===== config.mk =====
export PLATFORM = sky130hd
export DESIGN_NAME = multicycle_ctrl
export DESIGN_NICKNAME = d
export VERILOG_FILES = /design/src/rtl/multicycle_ctrl.sv
export SDC_FILE = /design/constraint.sdc
export NUM_CORES = 1
export LEC_CHECK = 0
export CORE_UTILIZATION = 41
export DETAILED_ROUTE_END_ITERATION = 7
export GPL_ROUTABILITY_DRIVEN = 0
export GPL_TIMING_DRIVEN = 1
export PLACE_DENSITY = 0.79
export SYNTH_ARGS = -nofsm -noshare
export SYNTH_HDL_FRONTEND = slang
export SYNTH_SLANG_ARGS = --single-unit

===== constraint.sdc =====
create_clock -name clk -period 1.8 [get_ports clk]
set_clock_uncertainty 0.2 [all_clocks]
set_input_delay 0.36 -clock clk [delete_from_list [all_inputs] [get_ports clk]]
set_output_delay 0.36 -clock clk [all_outputs]
set_load 0.1 [all_outputs]

===== src/rtl/multicycle_ctrl.sv =====
// Multicycle RV32I control FSM: fetch, decode, execute, memory and write-back sequencing.
// Outputs decode combinationally from the state and the latched opcode.
module multicycle_ctrl (
  input  logic       clk,
  input  logic       rst_n,
  input  logic [6:0] opcode,
  input  logic       br_cond,
  input  logic       imem_ready,
  input  logic       dmem_ready,
  output logic       imem_req,
  output logic       dmem_req,
  output logic       dmem_we,
  output logic       ir_we,
  output logic       pc_we,
  output logic [1:0] pc_sel,
  output logic [2:0] imm_sel,
  output logic [1:0] alu_src_a,
  output logic       alu_src_b,
  output logic       reg_we,
  output logic [1:0] wb_sel,
  output logic       retire,
  output logic       illegal,
  output logic [2:0] state
);

  typedef enum logic [2:0] {
    StFetch  = 3'd0,
    StDecode = 3'd1,
    StExec   = 3'd2,
    StMem    = 3'd3,
    StWb     = 3'd4,
    StTrap   = 3'd5
  } state_e;

  localparam logic [6:0] OpLoad   = 7'b0000011;
  localparam logic [6:0] OpStore  = 7'b0100011;
  localparam logic [6:0] OpImm    = 7'b0010011;
  localparam logic [6:0] OpReg    = 7'b0110011;
  localparam logic [6:0] OpLui    = 7'b0110111;
  localparam logic [6:0] OpAuipc  = 7'b0010111;
  localparam logic [6:0] OpJal    = 7'b1101111;
  localparam logic [6:0] OpJalr   = 7'b1100111;
  localparam logic [6:0] OpBranch = 7'b1100011;

  localparam logic [2:0] ImmI    = 3'd0;
  localparam logic [2:0] ImmS    = 3'd1;
  localparam logic [2:0] ImmB    = 3'd2;
  localparam logic [2:0] ImmU    = 3'd3;
  localparam logic [2:0] ImmJ    = 3'd4;
  localparam logic [2:0] ImmNone = 3'd7;

  state_e     state_q, state_d;
  logic [6:0] op_q, op_d;

  function automatic logic [2:0] imm_of(input logic [6:0] op);
    case (op)
      OpLoad, OpImm, OpJalr: imm_of = ImmI;
      OpStore:               imm_of = ImmS;
      OpBranch:              imm_of = ImmB;
      OpLui, OpAuipc:        imm_of = ImmU;
      OpJal:                 imm_of = ImmJ;
      default:               imm_of = ImmNone;
    endcase
  endfunction

  function automatic logic is_legal(input logic [6:0] op);
    case (op)
      OpLoad, OpStore, OpImm, OpReg, OpLui, OpAuipc, OpJal, OpJalr, OpBranch: is_legal = 1'b1;
      default: is_legal = 1'b0;
    endcase
  endfunction

  always_ff @(posedge clk) begin
    if (!rst_n) begin
      state_q <= StFetch;
      op_q    <= 7'd0;
    end else begin
      state_q <= state_d;
      op_q    <= op_d;
    end
  end

  always_comb begin
    state_d   = state_q;
    op_d      = op_q;
    imem_req  = 1'b0;
    dmem_req  = 1'b0;
    dmem_we   = 1'b0;
    ir_we     = 1'b0;
    pc_we     = 1'b0;
    pc_sel    = 2'd0;
    imm_sel   = ImmNone;
    alu_src_a = 2'd0;
    alu_src_b = 1'b0;
    reg_we    = 1'b0;
    wb_sel    = 2'd0;
    retire    = 1'b0;
    illegal   = 1'b0;

    case (state_q)
      StFetch: begin
        imem_req = 1'b1;
        if (imem_ready) begin
          ir_we   = 1'b1;
          pc_we   = 1'b1;
          state_d = StDecode;
        end
      end
      StDecode: begin
        op_d    = opcode;
        imm_sel = imm_of(opcode);
        state_d = is_legal(opcode) ? StExec : StTrap;
      end
      StExec: begin
        imm_sel = imm_of(op_q);
        state_d = StWb;
        case (op_q)
          OpReg: ;
          OpImm: alu_src_b = 1'b1;
          OpLoad, OpStore: begin
            alu_src_b = 1'b1;
            state_d   = StMem;
          end
          OpJalr: begin
            alu_src_b = 1'b1;
            pc_we     = 1'b1;
            pc_sel    = 2'd2;
          end
          OpAuipc: begin
            alu_src_a = 2'd1;
            alu_src_b = 1'b1;
          end
          OpLui: begin
            alu_src_a = 2'd2;
            alu_src_b = 1'b1;
          end
          OpJal: begin
            pc_we  = 1'b1;
            pc_sel = 2'd1;
          end
          OpBranch: begin
            // Branches resolve and retire here; no write-back.
            pc_we   = br_cond;
            pc_sel  = 2'd1;
            retire  = 1'b1;
            state_d = StFetch;
          end
          default: state_d = StFetch;
        endcase
      end
      StMem: begin
        dmem_req = 1'b1;
        dmem_we  = (op_q == OpStore);
        if (dmem_ready) begin
          if (op_q == OpStore) begin
            retire  = 1'b1;
            state_d = StFetch;
          end else begin
            state_d = StWb;
          end
        end
      end
      StWb: begin
        reg_we  = 1'b1;
        retire  = 1'b1;
        state_d = StFetch;
        if (op_q == OpLoad) begin
          wb_sel = 2'd1;
        end else if (op_q == OpJal || op_q == OpJalr) begin
          wb_sel = 2'd2;
        end
      end
      StTrap: illegal = 1'b1;
      default: state_d = StFetch;
    endcase
  end

  assign state = state_q;

endmodule


==> impl_metrics.csv, run 1 <==
group,metric,value,unit
outcome,status,"aborted with a tool error",
outcome,haltStage,"clock tree synthesis (4_1_cts)",
outcome,first-error,"[ERROR DPL-0038] Utilization greater than 100%, impossible to legalize",
clocking,cts_max_path_buffers,2,
clocking,cts_root_buf,"clkbuf_4",
placed_design,io_buffers,32,
synthesis,ys_seq_area_share,20.62,%
floorplanning,initial_core_util,43.89,%
clocking,cts_buffers,3,
clocking,cts.sinks,10,
floorplanning,die_h,50.67,µm
clocking,cts_resized,58,
synthesis,syn_nets,138,
clocking,htreeDepth,1,
synthesis,netlist_area,970.9,µm²
floorplanning,die_w,50.67,µm
synthesis,netlist-cell-type-count,43,
placed_design,dp_slack,-676.3,ps
floorplanning,io_pins,33,
synthesis,synth_seq_cells,10,
floorplanning,rows,17,
clocking,cts_hold_buf,0,
synthesis,synthCells,126,
placed_design,dp_hpwl,4038,µm
clocking,cts_setup_buffers,10,
synthesis,postSynthAreaPerCell,7.706,µm²
synthesis,ys_warn_count,0,
[cell usage after synthesis]
cell	number	share of area, %
a211oi_1	3	2.3
a21bo_1	1	1.0
a21boi_1	1	0.77
a21oi_1	6	3.1
a221o_1	1	1.0
a311o_1	1	1.0
a31oi_1	1	0.64
a41o_1	1	1.0
and2_1	2	1.3
and2b_1	1	0.77
and3_2	1	0.77
and4b_1	2	2.1
buf_2	5	2.6
buf_6	2	2.3
clkbuf_1	4	1.5
dfxtp_1	10	21
inv_1	5	1.9
mux2i_1	9	9.3
nand2_1	7	2.7
nand2b_1	1	0.64
nand3_1	5	2.6
nand3_4	1	1.8
nand3b_1	3	2.3
nand4bb_1	1	1.2
nor2_1	9	3.5
nor2b_1	9	5.8
nor3_1	8	4.1
nor3b_1	1	0.77
nor3b_2	2	2.6
nor4_1	2	1.3
nor4b_1	1	0.90
nor4bb_1	3	3.1
o21ai_0	2	1.0
o21ai_1	1	0.51
o21ba_2	1	1.0
o22a_1	2	1.8
o22ai_1	2	1.3
o31a_1	1	0.90
o31ai_1	1	0.77
o32a_1	1	1.0
or3_1	4	2.6
or4_1	1	0.77
xor2_1	1	0.90
[metrics by stage]
stage	instances	instance area [µm²]
2_1_floorplan	126	1171
3_3_place_gp	234	2106
3_5_place_dp	234	2106
[cells by family after synthesis]
logic type             after synthesis  synth area share (%)
XOR/XNOR                             1                0.9022
multiplexers                         9                 9.279
AO/OA/AOI/OAI                       26                 19.33
flip-flops                          10                 20.62
AND/OR/NAND/NOR                     64                 41.50
buffers and inverters               16                 8.375
==> inputs of run 2 (changes only) <==
--- a/config.mk
+++ b/config.mk
@@ -5,11 +5,12 @@
 export SDC_FILE = /design/constraint.sdc
 export NUM_CORES = 1
 export LEC_CHECK = 0
-export CORE_UTILIZATION = 41
+export CORE_AREA = 2 2 63 65
 export DETAILED_ROUTE_END_ITERATION = 7
+export DIE_AREA = 0 0 65 67
 export GPL_ROUTABILITY_DRIVEN = 0
 export GPL_TIMING_DRIVEN = 1
-export PLACE_DENSITY = 0.79
+export PLACE_DENSITY_LB_ADDON = 0.15
 export SYNTH_ARGS = -nofsm -noshare
 export SYNTH_HDL_FRONTEND = slang
 export SYNTH_SLANG_ARGS = --single-unit
==> constraint.sdc (replaced) <==
create_clock -name clk -period 2.3 [get_ports clk]
set_clock_uncertainty 0.2 [all_clocks]
set_input_delay 0.46 -clock clk [delete_from_list [all_inputs] [get_ports clk]]
set_output_delay 0.46 -clock clk [all_outputs]
set_load 0.1 [all_outputs]
==> impl_metrics.csv, run 2 <==
group,metric,value,unit
setup_path,slowest_delay,380,ps
setup_path,cp-end-kind,"primary output",
outcome,status,"complete, no violations",
synthesis,synthCells,126,
clocking,cts_hold_buf,0,
sta,hold_viol_final,0,
sta,min_period,2277,ps
synthesis,async_reset_ff_share,0,%
hold_path,hp-class,"reg2reg",
sta,tightest_slew,359.7,ps
synthesis,yosysMostFrequentCell,"dfxtp_1",
synthesis,synth_common_cells,"dfxtp_1 (10), mux2i_1 (9), nor2_1 (9), nor2b_1 (9), nor3_1 (8)",
synthesis,synth_edf_count,0,
sta,fin_crit_sh,98.99,%
placed_design,dp_hpwl,2409,µm
floorplanning,die_w,65,µm
cells_and_area,stdcell_area,2057,µm²
cells_and_area,most-common-layout-cells,"buf_4 (36), buf_12 (18), nor2b_1 (9), nor2_1 (8), mux2i_1 (8)",
floorplanning,rows,22,
power_and_ir_drop,p_per_area,378.3,nW/µm²
synthesis,synth_seq_cells,10,
synthesis,netlist-cell-type-count,43,
cells_and_area,largest_reg_flops,7,
sta,fmax,439.2,MHz
cells_and_area,diodes,0,
synthesis,ys_warn_count,0,
placed_design,dpl-instance-area,1808,µm²
clocking,cts_root_buf,"clkbuf_8",
clocking,cts.sinks,10,
global_route,antenna_found_initial,0,
power_and_ir_drop,cellLeakagePower,0.8021,nW
cells_and_area,largest-register,"op_q",
cells_and_area,final_common_cell,"buf_4",
power_and_ir_drop,irDropWorstVdd,333.4,µV
floorplanning,initial_core_util,26.93,%
global_route,grt_usage,15.62,%
clocking,clk_pin_slew,40,ps
floorplanning,die_h,67,µm
setup_path,path_max_fanout,7,
clocking,clock_latency,230,ps
global_route,grt-ovfl-total,0,
setup_path,path_cells,"buf_6, or3_1, a21oi_2, nor2_1, o22a_2, buf_12",
cells_and_area,multiInputGateArea,959.7,µm²
cells_and_area,fillCellCount,312,
route,initialDrtViolationCount,26,
synthesis,yosys.area.top_type,"dfxtp_1",
setup_path,cp_data_arrival_time,1620,ps
synthesis,netlist_area,970.9,µm²
cells_and_area,syn_to_final_growth,111.9,%
synthesis,synth_top_family_by_area,"simple AND/OR/NAND/NOR gates",
sta,rsz0062_at_grt,"yes",
cells_and_area,nNetsFinal,199,
floorplanning,io_pins,33,
route,vias,1173,
synthesis,synthSimpleGateAreaFrac,41.49,%
synthesis,synth_fa_ha_area_share,0,%
floorplanning,design.die.area,4355,µm²
global_route,grt_max_degree,12,
sta,max_slew_margin,75.95,%
clocking,htreeDepth,1,
synthesis,synth_ff_type,"dfxtp_1",
synthesis,postSynthAreaPerCell,7.706,µm²
route,vias_per_cell,5.013,
route,finalWirelength,3247,µm
cells_and_area,drive_above_1_share,59.68,%
setup_path,worstSetupStartpointType,"flip-flop",
clocking,cts_tree,"built",
synthesis,synth_top_area_share,20.62,%
setup_path,required,1640,ps
cells_and_area,seqCellArea,224.0,µm²
route,post_drt_wl_per_cell,13.88,µm
synthesis,synth_area_leaders,"dfxtp_1 (21%), mux2i_1 (9.3%), nor2b_1 (5.8%), nor3_1 (4.1%), nor2_1 (3.5%)",
synthesis,syn_nets,138,
placed_design,placedCellCount,220,
floorplanning,fp.coreArea,3606,µm²
sta,finalSetupViolCount,0,
sta,setup_tns,0,ps
global_route,first_global_vias,1187,
synthesis,synth_xor_area_share,0.9021,%
setup_path,path_class,"reg2out",
route,postRouteAntennaNets,0,
global_route,grt_pass1_wl,5409,µm
synthesis,synthMuxAreaShare,9.278,%
flow_run,maxCapViolCount,0,
synthesis,ys_seq_area_share,20.62,%
placed_design,io_buffers,32,
clocking,cts_buffers,3,
route,drc,0,
setup_path,crit_path_top_delay_cell,"or3_1",
synthesis,synth_compound_area_share,19.33,%
route,drtPass1Iterations,4,
cells_and_area,layout.cells.non_filler,234,
sta,hold_ws,355.3,ps
power_and_ir_drop,fin_total_pwr,778.2,µW
clocking,cts_max_path_buffers,2,
sta,slew_viol_final,0,
run 2: through the flow:
stage,util [%],setup WS [ps]
after floorplan,-,-835.8
after global placement,50.14,-298.2
after detailed placement,50.14,-369.5
after CTS,55.41,-6.182
after global routing,57.04,-21.75
final,57.04,23.26
run 2: worst paths after layout:
check,start,endpoint,slack [ps],cells past startpoint
max,op_q[2],imm_sel[0],20,6
min,op_q[2],op_q[2],360,2
max reg2reg,op_q[1],state[2],660,5
min reg2reg,op_q[2],op_q[2],360,2
run 2: area by class of cell:
cell class	instances	area share (%)
well taps	48	2.920
repair buffers	67	36.25
flip-flops and latches	10	10.89
multi-input cells	100	46.65
inverters	5	1.095
clock buffers	4	2.190
run 2: power by group:
group | leakage, nW | switching [mW] | internal, mW
clock network | 0.0228 | 0.0617 | 0.121
logic | 0.692 | 0.217 | 0.167
registers | 0.0871 | 0.0257 | 0.186
total | 0.802 | 0.305 | 0.474
run 2: cell families after synthesis:
group / after synthesis
muxes: 9
and+or+nand+nor: 64
DFF: 10
xor gates and xnor gates: 1
AOI/OAI and AO/OA: 26
buffers and inverters: 16
run 2: timing repair:
action,CTS,global route
hold endpoints to repair,0,0
endpoints found under the setup margin,11,8
gates resized for setup,40,16
pin swaps,6,5
buffers inserted,7,3
run 2: metal layers:
layer / vias up / GRT usage, % / routed length (µm)
li1: 587 / - / -
met1: 575 / 20.18 / 1473
met2: 11 / 28.35 / 1711
met3: 0 / 1.351 / 62
met4: 0 / 2.926 / 0
met5: - / 0 / 0
run 2: worst max-delay path: cells and delay by family, from the launching register on:
family,cells,cell delay [ps]
AND/OR/NAND/NOR,2,440
buffers and inverters,2,300
flip-flops,1,330
AO/OA/AOI/OAI,2,320
Note: power is estimated with default switching activity, not from simulation.
==> RTL change: new RTL, flow settings as in run 2 <==
`op_q` no longer has a reset.
--- a/src/rtl/multicycle_ctrl.sv
+++ b/src/rtl/multicycle_ctrl.sv
@@ -73,11 +73,13 @@
   always_ff @(posedge clk) begin
     if (!rst_n) begin
       state_q <= StFetch;
-      op_q    <= 7'd0;
     end else begin
       state_q <= state_d;
-      op_q    <= op_d;
     end
+  end
+
+  always_ff @(posedge clk) begin
+    op_q <= op_d;
   end
 
   always_comb begin
Function: same outputs for any inputs over 10 cycles, from zero or initial values and one cycle with rst_n low; that may be too few to reach the edited logic, so the function may still have changed.
==> RTL change against run 2 <==
- the flow now finishes with violations (negative setup slack)
- count of clock-buffer cells in the layout down 1
- power up 0.79%
- synthesized area down 2.2%
- sequential power up 7%
- final area up 2.1%
- sequential cell count unchanged
- wire length down 9.3%
- setup slack worse by 0.069 ns
- critical path type unchanged
- largest cell class unchanged
- largest power group unchanged
- highest routed layer is now met4
==> RTL change: results (changes against run 2) <==
[outcome]
status = finished with violations
failed_checks = negative setup slack

[place]
dpl.hpwl_um = 2240  ; -6.8%

[logic_synthesis]
synth.top_cells.by_area = edfxtp_1 22%, dfxtp_1 6.3%, nor2_1 4.3%
syn_nets = 120  ; -13%
yosysSeqAreaShare_pct = 28.5  ; +7.8 points
syn_inst = 108  ; -14%
synth_edf_count = 7  ; +7

[power_and_ir_drop]
p_leak_nw = 0.900  ; +12%

[critical_path]
cp.arrival_ns = 1.69  ; +0.07 ns
reg2regPathDepth = 4  ; -1
cpPeakStageDelay_ns = 0.41  ; +0.03 ns
critPathMaxFanout = 3  ; -4
r2r_setup_slack_ns = 0.52  ; -0.14 ns
r2r-end = op_q[1]

[hold_path]
hold_class = in2reg
hold_depth = 1  ; -1

[routing]
wl_met2_um = 1520  ; -11%
routedWlPerCell_um = 12.6  ; -8.9%
met1_length_um = 1300  ; -11%
maxUsedRoutingLayer = met4

[sta]
setup_viol = 7  ; +7
layout_setup_ws_ns = -0.0458  ; -0.0691 ns
fin_setup_tns_ns = -0.198  ; -0.198 ns

[final_layout]
n_fill_cell = 305  ; -2.2%
final_nets = 198  ; -0.50%

[grt]
grt_usage_pct = 14.8  ; -0.83 points

RTL change: area by class of cell:
type | instances | share of cell area [%]
Timing Repair Buffer | 77 | 38.8
Clock buffer | 3 | 1.97
Tap cell | 48 | 2.86
Inverter | 7 | 1.55
Clock inverter | 1 | 0.179
Sequential cell | 10 | 13.4
Multi-Input combinational cell | 87 | 41.2
RTL change: kinds of logic (layout without fill, tap and decap cells):
logic type,after synthesis,in the layout,share of synthesized area [%]
buffers and inverters,11,88,6.46
AOI/OAI and AO/OA,26,26,22.4
muxes,2,2,2.37
DFF,10,10,28.5
xor gates and xnor gates,1,1,0.922
and+or+nand+nor,58,58,39.4
RTL change: repair_timing:
action | CTS | global route
buffers inserted | 19 | 3
pin swaps | 12 | 9
setup endpoints to repair | 7 | 11
resized for setup | 34 | 4
RTL change: power breakdown:
part	switching [mW]	total, mW	internal (mW)
Sequential	0.0179	0.226	0.208
Clock	0.0701	0.187	0.117
Combinational	0.215	0.371	0.156
Total	0.303	0.784	0.481
